--- config.mk ---
export PLATFORM = sky130hd
export DESIGN_NAME = uart_cmd_assm
export DESIGN_NICKNAME = d
export VERILOG_FILES = /design/src/rtl/uart_cmd_pkg.sv /design/src/rtl/frm_tmr.sv /design/src/rtl/uart_cmd_assm.sv
export SDC_FILE = /design/constraint.sdc
export NUM_CORES = 1
export LEC_CHECK = 0
export CORE_ASPECT_RATIO = 0.75
export CORE_MARGIN = 2
export CORE_UTILIZATION = 52
export CTS_CLUSTER_DIAMETER = 30
export DETAILED_ROUTE_END_ITERATION = 8
export PLACE_DENSITY = 0.78
export SLEW_MARGIN = 20
export SYNTH_ARGS = -nofsm -noshare
export SYNTH_HDL_FRONTEND = slang
export SYNTH_SLANG_ARGS = --single-unit
--- constraint.sdc ---
create_clock -name clk -period 1.85 [get_ports clk]
set_input_delay 0.185 -clock clk [delete_from_list [all_inputs] [get_ports clk]]
set_output_delay 0.185 -clock clk [all_outputs]
set_load 0.03 [all_outputs]
--- src/rtl/uart_cmd_pkg.sv ---
// Shared types and constants for the UART command frame assembler.
package uart_cmd_pkg;

  typedef enum logic [1:0] {
    WAIT_B0,
    WAIT_B1,
    WAIT_B2
  } state_t;

  localparam int          FRAME_LEN    = 3;
  localparam logic [15:0] TIMEOUT_DFLT = 16'd5000;

endpackage

--- src/rtl/frm_tmr.sv ---
// Inter-byte idle timer: counts idle cycles inside a frame, flags expiry at TIMEOUT-1.
module frm_tmr #(
  parameter logic [15:0] TIMEOUT = 16'd5000
) (
  input  logic clk,
  input  logic rst,
  input  logic clr,
  input  logic en,
  output logic expired
);

  // TIMEOUT of 0 or 1 both mean "expire on the first idle cycle"; count saturates, never wraps.
  localparam logic [15:0] LIMIT = (TIMEOUT <= 16'd1) ? 16'd0 : TIMEOUT - 16'd1;

  logic [15:0] cnt_reg;

  always_ff @(posedge clk) begin
    if (rst || clr) begin
      cnt_reg <= 16'd0;
    end else if (en && (cnt_reg != LIMIT)) begin
      cnt_reg <= cnt_reg + 16'd1;
    end
  end

  assign expired = en && (cnt_reg == LIMIT);

endmodule

--- src/rtl/uart_cmd_assm.sv ---
// Assembles 3-byte UART frames (opcode, data_hi, data_lo) into a held command with ack.
module uart_cmd_assm
  import uart_cmd_pkg::*;
#(
  parameter logic [15:0] TIMEOUT = TIMEOUT_DFLT
) (
  input  logic        clk,
  input  logic        rst,
  input  logic        rx_rdy,
  input  logic [7:0]  rx_byte,
  output logic        clr_rx_rdy,
  input  logic        clr_cmd_rdy,
  output logic [7:0]  opcode,
  output logic [15:0] data,
  output logic        cmd_rdy,
  output logic        frm_err,
  output logic        ovr
);

  state_t      state_reg, state_next;
  logic        accept, expired, tmr_clr, tmr_en;
  logic        cap_op, cap_hi, complete, timeout;
  logic [7:0]  op_sh_reg, hi_sh_reg;
  logic [7:0]  opcode_reg;
  logic [15:0] data_reg;
  logic        cmd_rdy_reg, frm_err_reg, ovr_reg;

  // Bytes are taken the moment they appear, even in reset, so the receiver never stalls.
  assign accept     = rx_rdy;
  assign clr_rx_rdy = rx_rdy;

  assign tmr_clr = accept || (state_reg == WAIT_B0);
  assign tmr_en  = (state_reg != WAIT_B0);

  frm_tmr #(.TIMEOUT(TIMEOUT)) u_frm_tmr (
    .clk     (clk),
    .rst     (rst),
    .clr     (tmr_clr),
    .en      (tmr_en),
    .expired (expired)
  );

  always_ff @(posedge clk) begin
    if (rst) state_reg <= WAIT_B0;
    else     state_reg <= state_next;
  end

  // An accept always takes priority over a coincident timeout.
  always_comb begin
    state_next = state_reg;
    cap_op     = 1'b0;
    cap_hi     = 1'b0;
    complete   = 1'b0;
    timeout    = 1'b0;
    case (state_reg)
      WAIT_B0: begin
        if (accept) begin
          cap_op     = 1'b1;
          state_next = WAIT_B1;
        end
      end
      WAIT_B1: begin
        if (accept) begin
          cap_hi     = 1'b1;
          state_next = WAIT_B2;
        end else if (expired) begin
          timeout    = 1'b1;
          state_next = WAIT_B0;
        end
      end
      WAIT_B2: begin
        if (accept) begin
          complete   = 1'b1;
          state_next = WAIT_B0;
        end else if (expired) begin
          timeout    = 1'b1;
          state_next = WAIT_B0;
        end
      end
      default: state_next = WAIT_B0;
    endcase
  end

  always_ff @(posedge clk) begin
    if (rst) begin
      op_sh_reg   <= 8'h00;
      hi_sh_reg   <= 8'h00;
      opcode_reg  <= 8'h00;
      data_reg    <= 16'h0000;
      cmd_rdy_reg <= 1'b0;
      frm_err_reg <= 1'b0;
      ovr_reg     <= 1'b0;
    end else begin
      frm_err_reg <= timeout;
      ovr_reg     <= complete && cmd_rdy_reg && !clr_cmd_rdy;
      if (cap_op) op_sh_reg <= rx_byte;
      if (cap_hi) hi_sh_reg <= rx_byte;
      // Completion beats a same-cycle acknowledge: the fresh command stays pending.
      if (complete) begin
        opcode_reg  <= op_sh_reg;
        data_reg    <= {hi_sh_reg, rx_byte};
        cmd_rdy_reg <= 1'b1;
      end else if (clr_cmd_rdy) begin
        cmd_rdy_reg <= 1'b0;
      end
    end
  end

  assign opcode  = opcode_reg;
  assign data    = data_reg;
  assign cmd_rdy = cmd_rdy_reg;
  assign frm_err = frm_err_reg;
  assign ovr     = ovr_reg;

endmodule

-- After elaboration in Yosys (flattened, before gate mapping)
Index checks and enable logic that the tools add are counted.
- word-level logic and storage cells: 40
- output and inout bits: 28
- bits in registers: 61
- bitwise gates (word level): 1
- add/sub/neg operators: 1
- reduce and logical (&&, ||, !) cells: 12
- equality and inequality tests: 5
- multiplexer cells: 12
- operator list (operator ; number):
    16-bit by 1-bit adder with 16-bit output (second input constant) ; 1
    16-bit by 13-bit equality test with 1-bit output (second input constant) ; 1
    16-bit by 13-bit != test with 1-bit output (second input constant) ; 1
    2-bit two-way mux ; 4
    1-bit two-way mux ; 7
    2-bit case mux with 3 select lines ; 1
    1-bit logical AND ; 4
    2-bit nonzero test ; 2
    3-bit OR reduction ; 1
    2-bit by 1-bit equality test with 1-bit output (second input constant) ; 1
    2-bit equality test (second input constant) ; 1
    2-bit zero test ; 1
    1-bit logical OR ; 2
    2-bit != test (second input constant) ; 1
    2-bit OR reduction ; 1
    1-bit zero test ; 1
    1-bit NOT ; 1

-- Logic depth before layout (Yosys ltp)
Gate-level depths: netlist of the first run.
- word-level depth: 5
- depth in mapped cells: 7

-- Hierarchy
From an unflattened synthesis of the first run, not the netlist that was laid out.
- cells, all modules: 303
- area, all modules: 2536.2 µm²
- modules (own cells, without submodules) (module ; area an instance (µm²) ; cells each ; instances):
    uart_cmd_assm ; 1742.9 ; 208 ; 1
    frm_tmr ; 793.3 ; 95 ; 1

-- Worst setup path before layout of the first run
OpenSTA, ideal clock, no wires.
- kind: register to register
- start: register state_reg[0]
- end: register u_frm_tmr.cnt_reg[10]
- library setup time: 0.060 ns
- stages on the path, launching flop included: 7
- path buffers: 1
- arrival: 1.636 ns
- path slack: 0.154 ns
- clock period less this slack: 1.696 ns
- cell sequence: dfxtp_1 > inv_1 > ha_1 > buf_6 > or3_4 > or4_1 > nand2_1
- word-level cells in the longest chain between the ends: 3
- elaborated cells on any way between the ends: 5
- classes of those cells: 5 x reduce/logical
- ends and longest elaborated chain (what ; line ; RTL):
    from (decl) ; uart_cmd_assm.sv:20 ; state_t state_reg, state_next;
    from (signal assigned) ; uart_cmd_assm.sv:45 ; else state_reg <= state_next;
    2-bit zero test ; uart_cmd_assm.sv:32 ; assign tmr_clr = accept || (state_reg == WAIT_B0);
    1-bit logical OR ; uart_cmd_assm.sv:32 ;
    1-bit logical OR ; frm_tmr.sv:18 ; if (rst || clr) begin
    to (signal assigned) ; frm_tmr.sv:21 ; cnt_reg <= cnt_reg + 16'd1;
    to (decl) ; frm_tmr.sv:15 ; logic [15:0] cnt_reg;
Parallel ways exist; a longest one is shown, timed or not.
A chain may end at the register's enable or synchronous reset.

-- Worst setup path after layout of the first run
- start: register state_reg[0]
- end: register u_frm_tmr.cnt_reg[11]
The elaborated chain is that of the path after synthesis.

==> reports/results.txt, run 1 <==
The final max-slew violation count is 0, and the cell count after synthesis is 298. The signed area change from the synthesized netlist to the final layout was 29.4%; the share of synthesized registers carrying an async set or reset was 0%. After Yosys synthesis, full adders, half adders and majority gates account for 2.52% of the synthesized area. The number of antenna diodes in the final layout is 0. In this run the tightest slew margin relative to its limit is 64.9%.

Setup slack on the worst reg-to-reg path comes out at 0.18 ns. Of the post-synthesis cell area, the part taken by muxes is 0.808%. STA classifies the critical path endpoint as a flip-flop. The signal on the critical path passes through inv_1 > ha_2 > and4b_1 > nand3_1 > or3_1 > a21oi_1. The launch point of the worst reg-to-reg path is state_reg[0]$_SDFFE_PP0P_. Setup violations remaining at the end of the flow were counted as 0. In this run the number of H-tree levels came out at 3. For the number of buffers added by the clock tree synthesis step, the log shows 9.

The data required time of the critical path came out at 2.12 ns. For this design the ratio of total power to cell area is 873 nW/um^2. For the hold violation count in the final report, the log shows 0.

The run finished with clean final reports. The final layout contains routed wiring with a total length of 5700 um. The number of optimization iterations in the first detailed-route pass came out at 4. In the global route stage, overall resource usage came out at 22.7%. The critical path ends at u_frm_tmr.cnt_reg[11]$_SDFFE_PP0P_. Summing the areas of all compound-gate instances in the mapped netlist gives 13.0% of the synthesized area. The total of hold buffers inserted after clock tree synthesis was 0; the average instance area after synthesis was 8.32 um^2.

The number of global-route vias before repair was 1922; the number of buffers inserted by port buffering was 39. The tools report the synthesized net count as 315. TritonCTS built the clock tree. The average via count per standard cell was 5.29; the sum of buffers and inverters on the critical path was 1. Critical path startpoint: state_reg[0]$_SDFFE_PP0P_.

The worst path meets setup with 0.178 ns of slack. Setup repair after global routing left no endpoint under its margin. The final standard cell area without fillers came out at 3210 um^2. At the end of routability-driven placement, the weighted congestion stood at 0.901. The number of buffers inserted by post-CTS setup repair came out at 0.

Cells with a size suffix above 1 make up 11.9% of the layout. The first global-routing pass estimated 9510 um of wire. The critical path is of the flip-flop to flip-flop type.

The worst setup path is launched from a flip-flop. The tools report the number of antenna violations at the first check in global routing as 0. The achievable frequency is 598 MHz, and the placeable core area is 4520 um^2. Once placement finished, the instance area stood at 2990 um^2. The actual transition at the worst max-transition pin was 0.520 ns; the layout net count was 364. The most used flip-flop cell after synthesis is sky130_fd_sc_hd__dfxtp_1.

The later pin in the worst-skew pair is clocked with a latency of 0.34 ns. For this run, the number of standard cells in the final layout without fillers is 409. Via count of the routed design: 2165.

The count of antenna-violating nets left after detailed routing is 0, and the I/O pin count is 40. After routing, the total negative slack on setup checks comes to 0 ns. The tools report the number of clock sinks seen by CTS as 61. The clock passes through at most 2 buffers. The number of gates resized after CTS was 0; the arrival time reported for the critical path endpoint was 1.94 ns. The cell family contributing the most delay on the critical path is simple AND/OR/NAND/NOR gates. The worst register-to-register path has a depth of 6. Measured along the x axis, the die boundary spans 83.7 um. Of all nets on the critical path, the largest fanout is 7. Post-synthesis simple-gate area fraction: 28.0%.

The global-route congestion overflow total was 0. Summing the sequential cell areas from Yosys gives 49.3% of the chip area. In this run the number of cells on the critical path is 6. The max-cap violation count is 0. Counting tap cells, the placed design contains a total of 393 instances. For this run, design rule violations remaining after detail routing come to 0. Across the VDD grid, the largest voltage drop is 0.643 mV.

The number of library cell types mapped by synthesis came out at 44. Dominant combinational cell family by area after synthesis: simple AND/OR/NAND/NOR gates. The Yosys step of the flow raised 0 warnings. The largest net degree at the start of global routing was 45; the vertical die dimension was 63.8 um. Dividing the final minimum period by the clock period gives 90.4%.

The delay contributed by the slowest stage of the critical path was 0.38 ns; the row count was 21. Counting flops with a built-in enable in the synthesized netlist gives 0. The min-delay analysis places its worst path in the category flip-flop to flip-flop. For this design the static power due to leakage is 1.13 nW.

The initial utilization of the core area, before any placement, comes to 54.8%. The estimated wirelength of the detail-placed design was 3880 um; the overall die area was 5340 um^2. Before CTS, the worst setup slack after placement is 0.144 ns. Cell at the slowest stage of the critical path: sky130_fd_sc_hd__dfxtp_1. The average routed wire per standard cell came out at 13.9 um.

The detailed router finished its first iteration with 169 violations. The tightest hold path in the finished design has a slack of 0.453 ns. Synthesis inferred 61 register bits. The synthesized netlist devotes 2.12% of its cell area to XOR and XNOR gates. Clock skew on the completed layout was measured at 0.00546 ns. After clock tree synthesis, the clock-pin slew on the worst setup and hold paths is 0.07 ns.

The CTS root buffer is sky130_fd_sc_hd__clkbuf_8. The final critical delay including setup and external delays came out at 1.67 ns. The endpoint of the most critical register-to-register path was u_frm_tmr.cnt_reg[11]$_SDFFE_PP0P_.

Summing every instance area after synthesis gives 2480 um^2.
==> Yosys cell counts, drive strengths merged (2+ instances only) <==
cell type / count / area [um^2]
nand2: 75 / 282
dfxtp: 61 / 1220
a21oi: 49 / 245
nand3: 21 / 118
clkbuf: 11 / 42.5
nor2: 10 / 37.5
buf: 8 / 50.0
o21ai: 6 / 30.0
ha: 5 / 62.6
nand4: 5 / 37.5
or3: 5 / 36.3
xor2: 5 / 43.8
and4: 4 / 40.0
inv: 4 / 15.0
nand2b: 3 / 18.8
nor3: 3 / 15.0
a31oi: 2 / 12.5
mux2i: 2 / 20.0
nor2b: 2 / 12.5
nor4: 2 / 18.8
==> cells by family after synthesis <==
kind of cell / after synthesis
flops: 61
buf+inv: 23
xor+xnor: 6
simple gates: 140
mux: 2
fa+ha+maj: 5
compound gates: 61
==> worst min-delay path by stage <==
stage	startpoint	endpoint	cells after the start
after floorplan	rx_byte[0]	data[0]$_SDFFE_PP0P_	2
after global placement	op_sh_reg[3]$_SDFFE_PP0P_	opcode[3]$_SDFFE_PP0P_	2
after detailed placement	hi_sh_reg[6]$_SDFFE_PP0P_	data[14]$_SDFFE_PP0P_	2
after CTS	op_sh_reg[4]$_SDFFE_PP0P_	opcode[4]$_SDFFE_PP0P_	2
after global routing	op_sh_reg[4]$_SDFFE_PP0P_	opcode[4]$_SDFFE_PP0P_	2
final	op_sh_reg[4]$_SDFFE_PP0P_	opcode[4]$_SDFFE_PP0P_	2
==> worst reg2reg max path: cells and delay by family (launching register included) <==
kind,cells,cell delay [ns]
simple gates,3,0.76
compound gates,1,0.14
fa+ha+maj,1,0.23
flops,1,0.38
buf+inv,1,0.10
==> where the power goes <==
part           leakage, nW  switching (W)  total, W  internal [W]
Clock                0.106       0.000504   0.00123      0.000730
Sequential           0.494      0.0000167   0.00136       0.00134
Combinational        0.535       0.000121  0.000206     0.0000855
Total                 1.13       0.000642   0.00280       0.00216
==> metal layers <==
metal | track usage, % | part of all wire [%]
met1 | 33.6 | 50
met2 | 30.6 | 42
met3 | 7.36 | 7.6
met4 | 8.67 | 1.2
met5 | 0 | 0
==> final cells by class <==
type | count | area, um^2
Clock buffer | 13 | 169
Sequential cell | 61 | 1220
Multi-Input combinational cell | 214 | 1150
Tap cell | 57 | 71.3
Inverter | 4 | 15.0
Fill cell | 378 | 1310
Clock inverter | 3 | 42.5
Timing Repair Buffer | 57 | 536
==> stage by stage <==
stage	utilization, %	power [W]
3_5_place_dp	66.2	0.00159
2_1_floorplan	-	0.00151
4_1_cts	70.9	0.00281
5_1_grt	71.0	0.00291
3_3_place_gp	66.2	0.00158
6_report	71.0	0.00280
==> placed cells by master, fill, tap and decap left out, drive strengths merged, types with 2 or more instances in the layout <==
cell and instances:
nand2 75, dfxtp 61, a21oi 49, clkdlybuf4s50 38, nand3 21, buf 19
clkbuf 13, nor2 10, o21ai 6, xor2 5, or3 5, nand4 5
ha 5, inv 4, and4 4, nor3 3, nand2b 3, a31oi 2
mux2i 2, nor2b 2, nor4 2
(Power assumes the default switching activity.)
==> run 2, diff against run 1 <==
--- a/config.mk
+++ b/config.mk
@@ -5,10 +5,10 @@
 export SDC_FILE = /design/constraint.sdc
 export NUM_CORES = 1
 export LEC_CHECK = 0
-export CORE_ASPECT_RATIO = 0.75
+export CORE_ASPECT_RATIO = 1.75
 export CORE_MARGIN = 2
 export CORE_UTILIZATION = 52
-export CTS_CLUSTER_DIAMETER = 30
+export CTS_CLUSTER_DIAMETER = 120
 export DETAILED_ROUTE_END_ITERATION = 8
 export PLACE_DENSITY = 0.78
 export SLEW_MARGIN = 20
==> run 2 against run 1 <==
Critical path depth down 1; sequential power about the same; critical endpoint is now state_reg[1]$_SDFFE_PP0P_; largest power group unchanged; combinational power down 4%; flip-flop and latch count unchanged; global-route usage up 0.14 points; worst hold slack worse by 0.0012 ns; core utilization down 2.5 points; wire length down 3.9%.
==> reports/results.txt, run 2 (synthesis gave the netlist of run 1 again) <==
For the tightest slew margin relative to the limit, the log shows 63.5% (was 64.9%). For the final max-slew violation count, the log shows 0 (unchanged). The row count was 33 (was 21).

The tools report the part of the total power dissipated in the clock network as 43.7% (was 44.1%). The tools report the via count of the routed design as 2192 (was 2165). The max-cap violation count was 0 (unchanged); the worst hold-check slack was 0.452 ns (was 0.453 ns). The tools report the switching power as 0.000614 W (was 0.000642 W). Number of buffers inserted by port buffering: 39 (unchanged). The maximum resistive drop on vdd was 1.02 mV (was 0.643 mV); the total power draw was 0.00276 W (was 0.00280 W). The run gives 49.1% (was 48.5%) as the sequential fraction of design power. The count of antenna-violating nets left after detailed routing is 0 (unchanged).

The count of placed standard cells including taps is 385 (was 393). The run gives 0 (unchanged) as the global-route congestion overflow total. The logs give 0 (unchanged) for the remaining routing DRC violations and 0 (unchanged) for the number of diodes.

The tools report the hold violation count in the final report as 0 (unchanged). The post-route clock period utilization is 91.7% (was 90.4%). The data required time of the critical path is 2.06 ns (was 2.12 ns). The final-layout fill cell count came out at 377 (was 378).

The number of buffers inserted by post-CTS setup repair is 0 (unchanged). The latest clock arrival within the worst-skew pair is 0.33 ns (was 0.34 ns), and the layout net count is 361 (was 364). The average routed wire per standard cell came out at 13.7 um (was 13.9 um). The run gives 0.00215 W (was 0.00216 W) as the internal power consumption.

The arrival time reported for the critical path endpoint was 1.91 ns (was 1.94 ns). The vertical die dimension works out to 95.3 um (was 63.8 um). The number of global-route vias before repair was 2174 (was 1922); the floorplan die width was 56.2 um (was 83.7 um). The final total negative setup slack was 0 ns (unchanged); the highest fanout seen on the critical path was 8 (was 7). The placeable core area is 4620 um^2 (was 4520 um^2), and the clock slew at the register clock pins of the worst setup and hold paths is 0.06 ns (was 0.07 ns). The global router's overall resource usage is 22.9% (was 22.7%), and the number of clock sinks seen by CTS is 61 (unchanged).

For the final weighted congestion in routability-driven placement, the log shows 0.837 (was 0.901). The startpoint class of the critical path was a flip-flop (unchanged). The signed area change from the synthesized netlist to the final layout came out at 27.7% (was 29.4%).

The flow ran to the end, and the final reports show no timing, DRC or antenna violations. TritonCTS built the clock tree. The leading cell type in the layout, fill and taps excluded is sky130_fd_sc_hd__nand2_1 (unchanged). The final worst clock skew is 0.00501 ns (was 0.00546 ns). The logs give 5360 um^2 (was 5340 um^2) for the overall die area and 3 (unchanged) for the number of levels in the clock H-tree.

The achievable frequency is 590 MHz (was 598 MHz), and the switching power as a share of total power is 22.2% (was 22.9%). Final critical delay including setup and external delays: 1.70 ns (was 1.67 ns). The cell at the slowest stage of the critical path is sky130_fd_sc_hd__dfxtp_1 (unchanged). The largest net degree at the start of global routing came out at 27 (was 45).

The leakage power summed over all cells came out at 1.12 nW (was 1.13 nW). The number of optimization iterations in the first detailed-route pass came out at 4 (unchanged). The tools report the kind of end point of the critical path as a flip-flop (unchanged). The logs give 401 (was 409) for the post-route non-filler standard cell count and 53.6% (was 54.8%) for the starting density of the core. The deepest clock path buffer count is 2 (unchanged), and the share of layout cells above drive strength 1 is 11.5% (was 11.9%). The critical path class is flip-flop to flip-flop (unchanged).

The power share of the combinational group was 7.2% (was 7.4%); the number of buffers added by the clock tree synthesis step was 9 (unchanged). The delay contributed by the slowest stage of the critical path was 0.38 ns (about the same). Commonest cells after routing, fill and taps aside: sky130_fd_sc_hd__nand2_1 (75), sky130_fd_sc_hd__dfxtp_1 (61), sky130_fd_sc_hd__a21oi_1 (49) (unchanged). The average via count per standard cell was 5.47 (was 5.29); the global-route wire length before repair was 9570 um (was 9510 um).

Series of cell instances along the critical path: ha_1 > nor3b_1 > nand4_2 > o221ai_1 > a21oi_1 (was inv_1 > ha_2 > and4b_1 > nand3_1 > or3_1 > a21oi_1). Setup repair after global routing left no endpoint under its margin. The final number of setup-violating endpoints was 0 (unchanged). The power density over cell area came out at 873 nW/um^2 (about the same). The tools report the CTS root buffer as sky130_fd_sc_hd__clkbuf_8 (unchanged). The number of antenna violations at the first check in global routing was 0 (unchanged). The total of hold buffers inserted after clock tree synthesis came out at 0 (unchanged). The estimated wirelength of the detail-placed design is 4020 um (was 3880 um). The actual transition at the worst max-transition pin is 0.542 ns (was 0.520 ns). Path type of the worst min-delay path: flip-flop to flip-flop (unchanged). The logs give 40 (unchanged) for the I/O pin count and 5480 um (was 5700 um) for the total wire length after detailed routing. The run gives 83 (was 169) as the DRC marker count from the first detailed-route iteration.
==> run 2: cell count changes in the layout (fill, tap and decap cells not counted) <==
cell | before | now
sky130_fd_sc_hd__clkinvlp_4 | 1 | 0
sky130_fd_sc_hd__clkinv_2 | 1 | 3
sky130_fd_sc_hd__clkbuf_1 | 1 | 0
sky130_fd_sc_hd__buf_12 | 1 | 0
sky130_fd_sc_hd__buf_4 | 18 | 16
==> run 2: power groups by stage <==
stage          Combinational (W)  Sequential [W]  Clock, W
2_1_floorplan           0.000116         0.00139         0
3_3_place_gp            0.000194         0.00139         0
3_5_place_dp            0.000197         0.00139         0
4_1_cts                 0.000199         0.00136   0.00122
5_1_grt                 0.000222         0.00136   0.00128
6_report                0.000198         0.00136   0.00121
==> run 2: routing by layer <==
metal,track usage [%],up-vias,wire (um)
li1,-,1113,-
met1,24.4,1010,2180
met2,41.2,56,2980
met3,5.02,13,207
met4,12.9,0,108
met5,0,-,0
==> run 2: per-stage QoR <==
| stage | worst slack [ns] | utilization, % | area, um^2 |
|---|---|---|---|
| 6_report | 0.154 | 68.4 | 3160 |
| 5_1_grt | 0.0338 | 68.4 | 3160 |
| 4_1_cts | 0.130 | 68.4 | 3160 |
| 3_5_place_dp | 0.147 | 63.8 | 2950 |
| 3_3_place_gp | 0.205 | 63.8 | 2950 |
| 2_1_floorplan | 0.154 | - | 2480 |
==> run 2: worst paths after layout <==
check / end / from / slack, ns / cells after the start
hold / removal: data[14]$_SDFFE_PP0P_ / hi_sh_reg[6]$_SDFFE_PP0P_ / 0.45 / 2
hold reg to reg: data[14]$_SDFFE_PP0P_ / hi_sh_reg[6]$_SDFFE_PP0P_ / 0.45 / 2
setup / recovery: state_reg[1]$_SDFFE_PP0P_ / u_frm_tmr.cnt_reg[1]$_SDFFE_PP0P_ / 0.15 / 5
setup reg to reg: state_reg[1]$_SDFFE_PP0P_ / u_frm_tmr.cnt_reg[1]$_SDFFE_PP0P_ / 0.15 / 5
==> run 2: area by class of cell <==
type / instances / area [um^2] / share of cell area (%)
clock inverter: 4 / 45.0 / 1.42
timing repair buffer: 54 / 500 / 15.8
multi-input combinational: 214 / 1150 / 36.4
inverter: 4 / 15.0 / 0.474
sequential: 61 / 1220 / 38.6
tap: 52 / 65.1 / 2.06
clock buffer: 12 / 165 / 5.22
==> run 2: worst max-delay path, delay by kind of cell, from the launching register on <==
kind                     cells  cell delay (ns)
AO/OA/AOI/OAI                2             0.35
AND/OR/NAND/NOR              2             0.64
adder cells (fa/ha/maj)      1             0.21
flip-flops                   1             0.38
==> run 2: timing repair <==
item / 4_1_cts / 5_1_grt
resized for setup: 0 / 1
setup endpoints to repair: 0 / 2
hold endpoints to repair: 0 / 0
